<file path="config.mk">
export PLATFORM = sky130hd
export DESIGN_NAME = fc_layer_sequencer
export DESIGN_NICKNAME = d
export VERILOG_FILES = /design/src/rtl/fc_layer_sequencer.sv
export SDC_FILE = /design/constraint.sdc
export NUM_CORES = 1
export LEC_CHECK = 0
export ABC_CLOCK_PERIOD_IN_PS = 3370
export BUFFER_PORTS_ARGS = -buffer_cell sky130_fd_sc_hd__buf_2
export CAP_MARGIN = 20
export CORE_MARGIN = 5
export CORE_UTILIZATION = 46
export CTS_CLUSTER_DIAMETER = 30
export DETAILED_ROUTE_END_ITERATION = 10
export PLACE_DENSITY_LB_ADDON = 0.3
export RECOVER_POWER = 25
export SLEW_MARGIN = 40
export SYNTH_ARGS = -nofsm -noshare
export SYNTH_HDL_FRONTEND = slang
export SYNTH_SLANG_ARGS = --single-unit
</file>
<file path="constraint.sdc">
create_clock -name clk -period 3.37 [get_ports clk]
set_input_delay 0.5055 -clock clk [delete_from_list [all_inputs] [get_ports clk]]
set_output_delay 0.5055 -clock clk [all_outputs]
set_load 0.005 [all_outputs]
</file>
<file path="src/rtl/fc_layer_sequencer.sv">
// Control sequencer for one fully-connected layer: walks neurons and input chunks,
// drives memory/ALU strobes and hands results out. Define FC_RELU_EN to clamp negative results.
module fc_layer_sequencer #(
    parameter int SIZE     = 16,
    parameter int INPUT_SZ = 4,
    parameter int ADDR_W   = 10,
    parameter int NEUR_W   = 8
) (
    input  logic                clk,
    input  logic                rst_n,
    input  logic                start,
    input  logic [ADDR_W-1:0]   cfg_num_inputs,
    input  logic [NEUR_W-1:0]   cfg_num_neurons,
    output logic                busy,
    output logic                done,
    output logic                rd_en,
    output logic [ADDR_W-1:0]   rd_addr,
    output logic [NEUR_W-1:0]   rd_neuron,
    output logic [INPUT_SZ-1:0] lane_mask,
    output logic                alu_clear,
    output logic                alu_enable,
    input  logic [SIZE-1:0]     alu_value,
    output logic                out_valid,
    input  logic                out_ready,
    output logic [SIZE-1:0]     out_data,
    output logic [NEUR_W-1:0]   out_index
);

    typedef enum logic [2:0] {
        IDLE,
        CLEAR,
        FETCH,
        ACC,
        EMIT,
        FINISH
    } state_t;

    state_t              state, next_state;
    logic [ADDR_W-1:0]   num_inputs_q;
    logic [NEUR_W-1:0]   num_neurons_q;
    logic [ADDR_W-1:0]   last_chunk_q;
    logic [ADDR_W-1:0]   rem_lanes_q;
    logic [ADDR_W-1:0]   chunk_cnt;
    logic [NEUR_W-1:0]   neuron_cnt;
    logic                is_last_chunk;
    logic                is_last_neuron;
    logic [INPUT_SZ-1:0] partial_mask;

    assign is_last_chunk  = (chunk_cnt == last_chunk_q);
    assign is_last_neuron = (neuron_cnt == num_neurons_q - NEUR_W'(1));

    // Low rem_lanes_q lanes are live in the final chunk of a non-multiple input count.
    always_comb begin
        partial_mask = '0;
        for (int i = 0; i < INPUT_SZ; i++) begin
            partial_mask[i] = (ADDR_W'(i) < rem_lanes_q);
        end
    end

    // NOTE: state registers use non-blocking assignments so every flop samples pre-edge values.
    always_ff @(posedge clk or negedge rst_n) begin
        if (!rst_n) begin
            state <= IDLE;
        end else begin
            state <= next_state;
        end
    end

    // NOTE: every output of this block gets a default first, so no path can infer a latch.
    always_comb begin
        next_state = state;
        busy       = 1'b1;
        done       = 1'b0;
        rd_en      = 1'b0;
        alu_clear  = 1'b0;
        alu_enable = 1'b0;
        out_valid  = 1'b0;
        lane_mask  = '0;
        case (state)
            IDLE: begin
                busy = 1'b0;
                if (start) begin
                    next_state = (cfg_num_neurons == '0) ? FINISH : CLEAR;
                end
            end
            CLEAR: begin
                alu_clear  = 1'b1;
                next_state = (num_inputs_q == '0) ? EMIT : FETCH;
            end
            FETCH: begin
                rd_en      = 1'b1;
                next_state = ACC;
            end
            ACC: begin
                alu_enable = 1'b1;
                lane_mask  = (is_last_chunk && rem_lanes_q != '0) ? partial_mask : '1;
                next_state = is_last_chunk ? EMIT : FETCH;
            end
            EMIT: begin
                out_valid = 1'b1;
                if (out_ready) begin
                    next_state = is_last_neuron ? FINISH : CLEAR;
                end
            end
            FINISH: begin
                done       = 1'b1;
                next_state = IDLE;
            end
            default: begin
                busy       = 1'b0;
                next_state = IDLE;
            end
        endcase
    end

    assign rd_addr   = chunk_cnt;
    assign rd_neuron = neuron_cnt;

    always_ff @(posedge clk or negedge rst_n) begin
        if (!rst_n) begin
            num_inputs_q  <= '0;
            num_neurons_q <= '0;
            last_chunk_q  <= '0;
            rem_lanes_q   <= '0;
            chunk_cnt     <= '0;
            neuron_cnt    <= '0;
        end else begin
            case (state)
                IDLE: begin
                    if (start) begin
                        num_inputs_q  <= cfg_num_inputs;
                        num_neurons_q <= cfg_num_neurons;
                        // Only meaningful when cfg_num_inputs is non-zero; CLEAR bypasses chunks otherwise.
                        last_chunk_q  <= ADDR_W'((cfg_num_inputs - ADDR_W'(1)) / INPUT_SZ);
                        rem_lanes_q   <= ADDR_W'(cfg_num_inputs % INPUT_SZ);
                        chunk_cnt     <= '0;
                        neuron_cnt    <= '0;
                    end
                end
                CLEAR: chunk_cnt <= '0;
                ACC: begin
                    if (!is_last_chunk) begin
                        chunk_cnt <= chunk_cnt + ADDR_W'(1);
                    end
                end
                EMIT: begin
                    if (out_ready && !is_last_neuron) begin
                        neuron_cnt <= neuron_cnt + NEUR_W'(1);
                    end
                end
                default: ;
            endcase
        end
    end

    // Result is captured once on EMIT entry and then held for the whole handshake.
    always_ff @(posedge clk or negedge rst_n) begin
        if (!rst_n) begin
            out_data  <= '0;
            out_index <= '0;
        end else if (next_state == EMIT && state != EMIT) begin
`ifdef FC_RELU_EN
            out_data  <= alu_value[SIZE-1] ? '0 : alu_value;
`else
            out_data  <= alu_value;
`endif
            out_index <= neuron_cnt;
        end
    end

endmodule

</file>
**Word level (Yosys, flattened, before mapping)**

Cells that the tools add are included.

- Register bits after elaboration: 75
- Output and inout bits: 52
- Logic and storage cells: 64

- $add $sub $neg: 4
- Order comparisons: 4
- Equal/unequal tests: 12
- Multiplexer cells: 21
- Reductions and logical operators: 14

Operator list:

| operator | number |
|---|---|
| $pmux W10 S3 | 1 |
| $mux W10 | 2 |
| $mux W3 | 6 |
| $mux W8 | 2 |
| $pmux W8 S2 | 1 |
| $pmux W3 S5 | 1 |
| $sub A10 B1 Y11 const B | 1 |
| $add A10 B1 Y10 const B | 1 |
| $eq A10 B10 Y1 | 1 |
| $logic_not A10 Y1 | 1 |
| $reduce_bool A10 Y1 | 1 |
| $eq A3 B3 Y1 const B | 3 |
| $add A8 B1 Y8 const B | 1 |
| $eq A8 B8 Y1 | 1 |
| $logic_not A8 Y1 | 1 |
| $mux W4 | 2 |
| $sub A8 B1 Y8 const B | 1 |
| $eq A3 B2 Y1 const B | 2 |
| $mux W1 | 6 |
| $ne A2 B2 Y1 const B | 3 |
| $reduce_and A3 Y1 | 2 |
| $reduce_or A5 Y1 | 1 |
| $lt A1 B2 Y1 const A | 2 |
| $lt A2 B2 Y1 const A | 2 |
| other kinds (8) | 10 |

**Logic depth before layout (Yosys ltp)**

- Depth in word-level cells: 7
- Mapped depth: 9
- Mapped depth without buffers: 8

**Least setup slack after synthesis**

OpenSTA, ideal clock, no wires.

- Path kind: reg-to-reg
- Start point: register chunk_cnt[4] (netlist: rd_addr[4])
- End point: register out_index[5]
- Setup time: 128 ps
- Arrival time: 1884 ps
- Slack: 1358 ps
- Stages on the path, launching flop included: 8
- Path buffers: 1
- Cell sequence: dfrtp_1 -> xor2_1 -> nor4_2 -> and3_1 -> nand2_1 -> o21ai_2 -> buf_6 -> mux2_1

- Word-level cells in the longest chain between the ends: 5

Ends and longest elaborated chain:

| what | RTL line | RTL |
|---|---|---|
| start: declaration | 43 | `logic [ADDR_W-1:0] chunk_cnt;` |
| start signal: assignment | 143 | `chunk_cnt <= chunk_cnt + ADDR_W'(1);` |
| $eq A10 B10 Y1 | 49 | `assign is_last_chunk = (chunk_cnt == last_chunk_q);` |
| $mux W3 | 97 | `next_state = is_last_chunk ? EMIT : FETCH;` |
| $pmux W3 S5 | 79 | `case (state)` |
| $eq A3 B3 Y1 | 161 | `end else if (next_state == EMIT && state != EMIT) begin` |
| $logic_and A1 B1 Y1 | 161 |  |
| end signal: assignment | 167 | `out_index <= neuron_cnt;` |
| end: declaration | 26 | `output logic [NEUR_W-1:0] out_index` |

Every way passes these cells.
A chain may end at the register's enable or synchronous reset.

**Final worst setup path**

- Start point: register chunk_cnt[3] (netlist: rd_addr[3])
- End point: output port lane_mask[1]

- Word-level cells in the longest chain between the ends: 4

Ends and longest elaborated chain:

| what | RTL line | RTL |
|---|---|---|
| $eq A10 B10 Y1 | 49 |  |
| $logic_and A1 B1 Y1 | 96 | `lane_mask = (is_last_chunk && rem_lanes_q != '0) ? partial_mask : '1;` |
| $mux W4 | 96 |  |
| $mux W4 | 79 |  |
| end: declaration | 19 | `output logic [INPUT_SZ-1:0] lane_mask,` |

Every way passes these cells.

==> results by group <==
Final layout
  • Area grow syn2layout: 20.7%
  • Layout cells sized above 1: 26.7%
  • Post-route cell area: 0.00429 sq mm
  • Layout Nets: 471
  • Filler cells: 683
  • Multi-input gate area: approximately 0.0016 sq mm
  • Ant diodes: 0
  • Reg area: 0.00180 sq mm

Clock tree
  • CTS sink count: 72
  • Clock transition at path regs: 0.08 ns
  • Num CTS Buffers: 9
  • Post-CTS Setup Repair Bufs: 0
  • Clk Latency, worst-skew pair: around 0.36 ns
  • CTS resizes: 0
  • Clock Path Buffers: 2
  • CTS hold repair buffers: 0
  • H-tree depth: 3
  • CTS tree: done
  • CTS root buf: clkbuf_8

Synth
  • FF+latch count, synth: 72
  • Mapped Nets: 383
  • Gate Count Post-Synth: 342
  • Asr flop ratio synth: 100%
  • Top cells by area, synth: dfrtp_1, mux2_1, nand2_1
  • Synth Flop Type: dfrtp_1
  • Number of synthesized flops with an enable pin: 0
  • Top-area cell type share of the netlist area: 50.8%
  • List of most frequent post-synthesis cells: dfrtp_1, nand2_1, mux2_1, xor2_1, nor2_1
  • Sequential share of the synthesized area: 50.8%
  • Area leader, netlist: dfrtp_1
  • Synth Cell Area: 0.00355 sq mm
  • Cell with the most instances after synthesis: dfrtp_1
  • YS warnings: 0
  • Syn avg cell area: 10.4 sq um
  • Yosys cell types: 51

Detailed routing
  • Final WL: 7.93 mm
  • Via count: around 2800
  • Vias/cell: 5.26
  • DRT iter0 DRCs: 98
  • First-pass DRT Iterations: 4
  • DR DRC count: 0
  • Post-route ant nets: 0
  • Drt wl/cell: 14.8 um

Placed design
  • I/O Buffers: 89
  • Routability Congestion: between 0.8 and 0.9
  • Post-DP HPWL: between 6 and 7 mm
  • Placed instance area: 0.00407 sq mm

Global route
  • Largest net degree at the start of global routing: 35
  • Initial antenna violation count: 0
  • Vias in the first global route: 2834
  • GRT Residual Overflow: 0
  • GRT Overall Usage: 17.4%
  • First-pass GRT wire length: 13.4 mm

Floorplan
  • Initial Utilization: ~47%
  • Die area: approximately 0.0096 sq mm
  • Width of the die: 97.8 um
  • # rows: 32
  • IO Pins: 90
  • Core area: roughly 0.0076 sq mm
  • Die height: 97.8 um

Setup path
  • Reg2reg setup slack: 0.98 ns
  • CP Capture Type: output pin
  • Worst EP required: 2.86 ns
  • CP arrival: just over 2 ns
  • Worst setup path category: reg -> out
  • R2R Path End: rd_neuron[1]
  • Reg-to-reg startpoint: num_neurons_q[0]
  • Worst-path maximum fanout: 6
  • Worst setup SP type: register
  • Cells on worst reg2reg path: 8

Timing
  • Worst Skew: 0.00943 ns
  • Worst Tran Pin Value: 1.45 ns
  • Headroom to the max-slew limit: 3.67%
  • Number of hold violations in the final report: 0
  • Final worst-path cycle share: between 70 and 80%
  • RSZ-0062 raised after global routing: false
  • Setup_tns: 0 ns
  • Max Slew Vio Count: 0
  • Count of final setup violators: 0
  • Peak Freq: 388 MHz
  • Tmin final: 2.58 ns

Power and ir drop
  • PwrDens: between 700 and 800 mW/mm^2
  • Static Leakage: 0.00227 uW
  • Worst vdd ir: 452 uV

Hold path
  • Hold WC Path Type: in -> async

Run status
  • Status: finished clean

Flow run
  • Max-cap violations: 0
[registers in the layout (all words and copies together), names as in the netlist]
name,count
rd_addr,10
last_chunk_q,9
out_index,8
out_data,16
state,3
rd_neuron,8
num_neurons_q,8
num_inputs_q,10
[stage by stage]
step	total power (uW)	worst slack, ns	util, %	hold WS (ns)	cells
2_1_floorplan	2070	1.36	-	0.210	342
3_3_place_gp	2420	0.905	53.4	0.461	521
3_5_place_dp	2470	0.973	53.5	0.465	521
4_1_cts	3240	0.776	56.4	0.110	537
5_1_grt	3430	0.554	56.3	0.354	537
6_report	3200	0.790	56.3	0.356	537
[cells in the final DEF, fill, tap and decap left out, drive strengths merged, types with 2 or more instances in the layout]
cell type,n
buf,89
nand2,70
or3,3
and4,3
xor2,21
nand3b,4
inv,8
clkbuf,13
dfrtp,72
ha,3
xnor2,10
nor4,9
mux2,25
a311o,2
a21o,3
mux2i,5
nor2,17
nand4,7
nor3b,2
o21ai,11
and3,9
o21a,2
nand3,8
clkinv,3
and2,3
a31oi,3
or2,2
nor3,5
nor2b,2
a21oi,6
bufinv,2
[metal layers]
metal  up-vias  part of all wire (%)  GRT usage, %
met3        11                   6.2          5.50
met2        84                    48          28.2
li1       1360                     -             -
met1      1370                    44          22.2
met4         0                   1.6          5.75
met5         -                     0             0
[worst max-delay path, stage by stage (launching register included)]
cell,delay (ns)
dfrtp_1,0.45
xor2_1,0.20
nor4_2,0.34
and3_1,0.29
a21oi_1,0.14
a21o_1,0.18
buf_2,0.12
[power by group]
group / internal (uW) / switching, uW / total, uW / leakage (uW)
clock: 421 / 339 / 759 / 0.000107
sequential: 1130 / 236 / 1370 / 0.000942
combinational: 497 / 569 / 1070 / 0.00123
[layout make-up]
type / instances / area share (%)
flip-flops and latches: 72 / 42.0
inverters: 8 / 0.701
clock inverters: 6 / 2.19
well taps: 102 / 2.98
multi-input cells: 247 / 38.4
repair buffers: 92 / 10.7
clock buffers: 10 / 2.98
[worst max path at each step]
stage | depth (start not counted) | slack (ns) | from | to
2_1_floorplan | 7 | 1.36 | rd_addr[4] | out_index[5]
3_3_place_gp | 7 | 0.91 | rd_addr[3] | out_data[4]
3_5_place_dp | 7 | 0.97 | rd_addr[3] | out_data[2]
4_1_cts | 6 | 0.78 | rd_addr[3] | lane_mask[1]
5_1_grt | 2 | 0.55 | rst_n | num_neurons_q[3]
6_report | 6 | 0.79 | rd_addr[3] | lane_mask[1]
[kinds of logic (layout without fill, tap and decap cells)]
group	Yosys count	in the layout	share of synthesized area, %
xor gates and xnor gates	31	31	7.65
buffers and inverters	23	116	3.21
adders and majority gates	3	3	1.06
AOI/OAI and AO/OA	37	37	7.37
muxes	30	30	9.34
and+or+nand+nor	146	146	20.6
DFF	72	72	50.8
Power figures use the tool's default switching activity.
